$ cat src/rtl/game_flow_controller.sv
// game_flow_controller
// Top-level sequencer for the three-column note game. Edge-detects the start
// and pause buttons and walks the session through IDLE, COUNTDOWN, PLAY,
// PAUSE and OVER. Issues the note-manager start pulse and run enable, counts
// lives from misses, ramps the speed code as the score climbs and keeps the
// session high score.
//
// Optional feature macro: GH_HIGH_SCORE_EN
//   defined   -> high_score register and comparator are built
//   undefined -> high_score is tied to 0
//
// Ports:
//   clk          in   system clock
//   rst_n        in   asynchronous active-low reset
//   start_btn    in   start button, synchronised, active-high
//   pause_btn    in   pause button, synchronised, active-high
//   score        in   current score from the datapath (unsigned, 17 bits)
//   note_hit     in   one-cycle pulse per scored note
//   note_miss    in   one-cycle pulse per missed note
//   dp_game_over in   game-over level from the note manager
//   state        out  IDLE=0 COUNTDOWN=1 PLAY=2 PAUSE=3 OVER=4
//   game_start   out  one-cycle pulse on the first PLAY cycle
//   game_run     out  high while state==PLAY
//   countdown    out  remaining countdown ticks
//   lives        out  remaining lives
//   speed_select out  speed code (000 slow .. 010 fast)
//   high_score   out  best final score since reset
//   game_over    out  high while state==OVER
module game_flow_controller #(
  parameter int TICK_DIV   = 25000000,
  parameter int COUNT_SECS = 3,
  parameter int LIVES      = 3,
  parameter int LEVEL_STEP = 20
) (
  input  logic        clk,
  input  logic        rst_n,
  input  logic        start_btn,
  input  logic        pause_btn,
  input  logic [16:0] score,
  input  logic        note_hit,
  input  logic        note_miss,
  input  logic        dp_game_over,
  output logic [2:0]  state,
  output logic        game_start,
  output logic        game_run,
  output logic [3:0]  countdown,
  output logic [3:0]  lives,
  output logic [2:0]  speed_select,
  output logic [16:0] high_score,
  output logic        game_over
);

  localparam int TW = (TICK_DIV > 1) ? $clog2(TICK_DIV) : 1;

  localparam logic [2:0] S_IDLE      = 3'd0;
  localparam logic [2:0] S_COUNTDOWN = 3'd1;
  localparam logic [2:0] S_PLAY      = 3'd2;
  localparam logic [2:0] S_PAUSE     = 3'd3;
  localparam logic [2:0] S_OVER      = 3'd4;

  logic          start_prev;
  logic          pause_prev;
  logic          start_edge;
  logic          pause_edge;
  logic [TW-1:0] tick;
  logic          tick_wrap;
  logic [17:0]   threshold;
  logic          terminal_miss;
  logic          enter_over;

  // Hits only move the score, which the datapath owns; lives ignore them.
  logic unused_hit;
  assign unused_hit = note_hit;

  // Previous values reset to 1 so a button held through reset never fires.
  assign start_edge    = start_btn & ~start_prev;
  assign pause_edge    = pause_btn & ~pause_prev;
  assign tick_wrap     = (tick == TW'(TICK_DIV - 1));
  assign terminal_miss = note_miss && (lives == 4'd1);
  assign enter_over    = (state == S_PLAY) && (terminal_miss || dp_game_over);

  assign game_run  = (state == S_PLAY);
  assign game_over = (state == S_OVER);

  always_ff @(posedge clk or negedge rst_n) begin
    if (!rst_n) begin
      start_prev   <= 1'b1;
      pause_prev   <= 1'b1;
      state        <= S_IDLE;
      countdown    <= 4'd0;
      lives        <= 4'(LIVES);
      speed_select <= 3'b000;
      threshold    <= 18'(LEVEL_STEP);
      tick         <= '0;
      game_start   <= 1'b0;
    end else begin
      start_prev <= start_btn;
      pause_prev <= pause_btn;
      game_start <= 1'b0;
      case (state)
        S_IDLE: begin
          if (start_edge) begin
            state        <= S_COUNTDOWN;
            countdown    <= 4'(COUNT_SECS);
            lives        <= 4'(LIVES);
            speed_select <= 3'b000;
            threshold    <= 18'(LEVEL_STEP);
            tick         <= '0;
          end
        end
        S_COUNTDOWN: begin
          if (tick_wrap) begin
            tick      <= '0;
            countdown <= countdown - 4'd1;
            if (countdown == 4'd1) begin
              state      <= S_PLAY;
              game_start <= 1'b1;
            end
          end else begin
            tick <= tick + TW'(1);
          end
        end
        S_PLAY: begin
          // A miss that coincides with a hit still costs a life.
          if (note_miss && (lives != 4'd0))
            lives <= lives - 4'd1;
          // Game-over outranks a pause edge in the same cycle.
          if (terminal_miss || dp_game_over)
            state <= S_OVER;
          else if (pause_edge)
            state <= S_PAUSE;
          // One level per cycle at most; a dropping score never lowers it.
          if (({1'b0, score} >= threshold) && (speed_select < 3'b010)) begin
            speed_select <= speed_select + 3'b001;
            threshold    <= threshold + 18'(LEVEL_STEP);
          end
        end
        S_PAUSE: begin
          if (pause_edge)
            state <= S_PLAY;
        end
        S_OVER: begin
          // lives and speed_select stay visible until the next countdown.
          if (start_edge)
            state <= S_IDLE;
        end
        default: state <= S_IDLE;
      endcase
    end
  end

`ifdef GH_HIGH_SCORE_EN
  // Captured on the edge that enters OVER, using the final score.
  always_ff @(posedge clk or negedge rst_n) begin
    if (!rst_n)
      high_score <= 17'd0;
    else if (enter_over && (score > high_score))
      high_score <= score;
  end
`else
  logic unused_over;
  assign unused_over = enter_over;
  assign high_score  = 17'd0;
`endif

endmodule

$ cat config.mk
export PLATFORM = sky130hd
export DESIGN_NAME = game_flow_controller
export DESIGN_NICKNAME = d
export VERILOG_FILES = /design/src/rtl/game_flow_controller.sv
export SDC_FILE = /design/constraint.sdc
export NUM_CORES = 1
export LEC_CHECK = 0
export CAP_MARGIN = 40
export CORE_MARGIN = 4
export CORE_UTILIZATION = 50
export DETAILED_ROUTE_END_ITERATION = 7
export PLACE_DENSITY_LB_ADDON = 0.08
export SETUP_SLACK_MARGIN = 0.1
export SLEW_MARGIN = 5
export SYNTH_ARGS = -nofsm -noshare
export SYNTH_HDL_FRONTEND = slang
export SYNTH_SLANG_ARGS = --single-unit
export TNS_END_PERCENT = 100
$ cat constraint.sdc
create_clock -name clk -period 7.4 [get_ports clk]
set_input_delay 0.74 -clock clk [delete_from_list [all_inputs] [get_ports clk]]
set_output_delay 0.74 -clock clk [all_outputs]
set_load 0.05 [all_outputs]
==> results_dict.tcl <==
set metrics [dict create \
    finalWirelength_um 8037 \
    start_util 0.5214 \
    dp_hpwl_um 5824 \
    die_w_um 92.87 \
    fin_tns_setup_ns 0 \
    hold_depth 1 \
    tightest_slew_ns 0.9487 \
    p_switching_uw 512.6 \
    grt_max_degree 59 \
    grt_use_met2 0.3299 \
    drt_first_iter_violations 225 \
    grtUsageTotal 0.1979 \
    crit_fanout 14 \
    yosysWarnings 0 \
    p_seq_frac 0.369 \
    cp-start-kind "register" \
    core.rowCount 30 \
    final_util 0.6040 \
    finalMaxSlewViolations 0 \
    synth_cell_types 52 \
    required_ns 6.66 \
    io_pins 58 \
    yosys.area_share.simple 0.2001 \
    grt_pass1_wl_um 13720 \
    clock_skew_ns 0.007927 \
    reg2reg_slack_ns 4.21 \
    fin_cells 546 \
    path_clk_slew_ns 0.07 \
    r2r_end "threshold[4]" \
    cts_root_buf "clkbuf_8" \
    synthesis.area_sq_um 3601 \
    filler_cell_count 625 \
    dieHeight_um 92.87 \
    synthTopCellsByCount "dfrtp_1 (52), nand2_1 (42), nor2_1 (36)" \
    final_hold_viol_count 0 \
    p_sw_frac 0.4280 \
    synth.avg_cell_area_sq_um 8.804 \
    critical_path_buf_inv_count 2 \
    synth-edff-count 0 \
    vias_per_cell 5.705 \
    ys_seq_area_frac 0.4051 \
    synth_compound_area_frac 0.2123 \
    clkPwrFrac 0.217 \
    core_sq_um 6907 \
    yosysTopAreaCellShare 0.3614 \
    path_depth 4 \
    cts_hold_buf 0 \
    met3_usage 0.05605 \
    cts_buffer_depth 2 \
    wl_per_cell_um 14.72 \
    syn_inst 409 \
    synth.most_common_cell "dfrtp_1" \
    synth_ff_type "dfrtp_1" \
    synth_top_area_cell "dfrtp_1" \
    hold_class "register to register" \
    ir_worst_vdd_mv 0.1858 \
    dieArea_sq_um 8624 \
    clk_latency_ns 0.34 \
    rsz0062_at_grt "no" \
    power_leakage_nw 1.768 \
    synth_top_family_by_area "compound AO/OA/AOI/OAI gates" \
    overflow 0 \
    crit_chain "nor2_1, nand2_1, inv_1, clkdlybuf4s50_1" \
    setup_slack_ns 3.985 \
    power.density_nw_per_um2 287.1 \
    vias 3115 \
    r2r_start "threshold[4]" \
    synth_xor_area_frac 0.01946 \
    fin_area_sq_um 4172 \
    p_comb_frac 0.414 \
    clock_sinks 58 \
    grt_pass1_vias 3002 \
    synth_fa_ha_area_frac 0.07644 \
    ys_ff_latch 58 \
    route.detailed.drc 0 \
    async_flop_share 1.000 \
    worstSetupPathType "register to primary output" \
    setup_viol_count_final 0 \
    cp-startpoint "state[2]" \
    cts_setup_buffers 0 \
    grt.busiest_layer "met2" \
    cp_top_family "buffers and inverters" \
    status "completed" \
    setup.worst_path.end_class "primary output" \
    finalPower_mw 1.198 \
    antenna_found_initial 0 \
    fin_hold_ws_ns 0.4762 \
    crit_path_max_incr_delay_ns 0.89 \
    cts_resized 0 \
    drt.antenna.violating_nets 0 \
    drive_above_1_share 0.07111 \
    dpl_cell_area_sq_um 3998 \
    gp_congestion 0.8509 \
    period_share 0.4614 \
    place_inst 530 \
    h-tree-depth 3 \
    slew_headroom 0.3617 \
    met1_usage 0.2510 \
    syn_to_final_growth_pct 15.84 \
    antenna_cells 0 \
    fmax_mhz 292.9 \
    first_pass_iters 4 \
    cts_tree "built" \
    post-place-ws_ns 3.664 \
    crit_arrival_ns 2.67 \
    ff2ff_path_depth 8 \
    layout.nets 491 \
    holdPathEnd "tick[24]" \
    intPower_uw 685.2 \
    period_needed_ns 3.415 \
    critPathSlowestCell "clkdlybuf4s50_1" \
    yosys-top-cells-area "dfrtp_1 (36%), ha_1 (7.6%), o21ai_0 (4.7%)" \
    hold_start "tick[24]" \
    cap_violations 0 \
    port_buffers 37 \
    tritoncts.num_buffers 9 \
    synthMuxAreaShare 0.005907 \
]
-- worst max path at each step --
stage / end / slack [ns]
after floorplan: threshold[11] / 4.75
after global placement: threshold[4] / 3.71
after detailed placement: threshold[4] / 3.66
after CTS: game_run / 3.97
after global routing: game_run / 3.84
final: game_run / 3.99
-- worst reg2reg max path, delay by kind of cell, from the launching register on --
family | cells | cell delay (ns)
compound gates | 5 | 1.84
simple gates | 1 | 0.36
flops | 1 | 0.55
buf+inv | 1 | 0.08
fa+ha+maj | 1 | 0.29
-- area by class of cell --
| cell class | count | area (sq um) | share of cell area |
|---|---|---|---|
| Sequential cell | 58 | 1459 | 0.3497 |
| Clock buffer | 13 | 158.9 | 0.03809 |
| Inverter | 26 | 97.59 | 0.02340 |
| Clock inverter | 3 | 15.01 | 0.003599 |
| Multi-Input combinational cell | 309 | 1922 | 0.4607 |
| Tap cell | 96 | 120.1 | 0.02879 |
| Timing Repair Buffer | 41 | 399.1 | 0.09568 |
-- power groups by stage --
stage / clock (mW) / combinational (mW) / sequential [mW]
finish: 0.260 / 0.495 / 0.442
global route: 0.282 / 0.549 / 0.452
CTS: 0.269 / 0.498 / 0.440
detailed placement: 0 / 0.496 / 0.445
global placement: 0 / 0.470 / 0.443
floorplan: 0 / 0.321 / 0.477
-- state kept, by name, summed over array words and instances (netlist names) --
signal        flops
game_start        1
tick             25
speed_select      3
pause_prev        1
lives             4
state             3
countdown         4
start_prev        1
threshold        16
-- cells by family after synthesis --
family	after synthesis
mux	2
compound gates	116
other cells	1
simple gates	144
xor+xnor	8
flops	58
fa+ha+maj	22
buf+inv	58
-- layout by cell type, fill, tap and decap left out, types with 16 or more instances in the layout --
cell             instances
a21oi_1                 18
clkdlybuf4s50_1         36
conb_1                  17
dfrtp_1                 52
ha_1                    22
inv_1                   26
nand2_1                 42
nand4_1                 16
nor2_1                  36
o21ai_0                 34
-- layer usage --
metal / routed length (um) / part of all wire
met1: 3457 / 0.43
met2: 4054 / 0.50
met3: 438 / 0.054
met4: 87 / 0.011
met5: 0 / 0
Note: power is estimated with default switching activity, not from simulation.
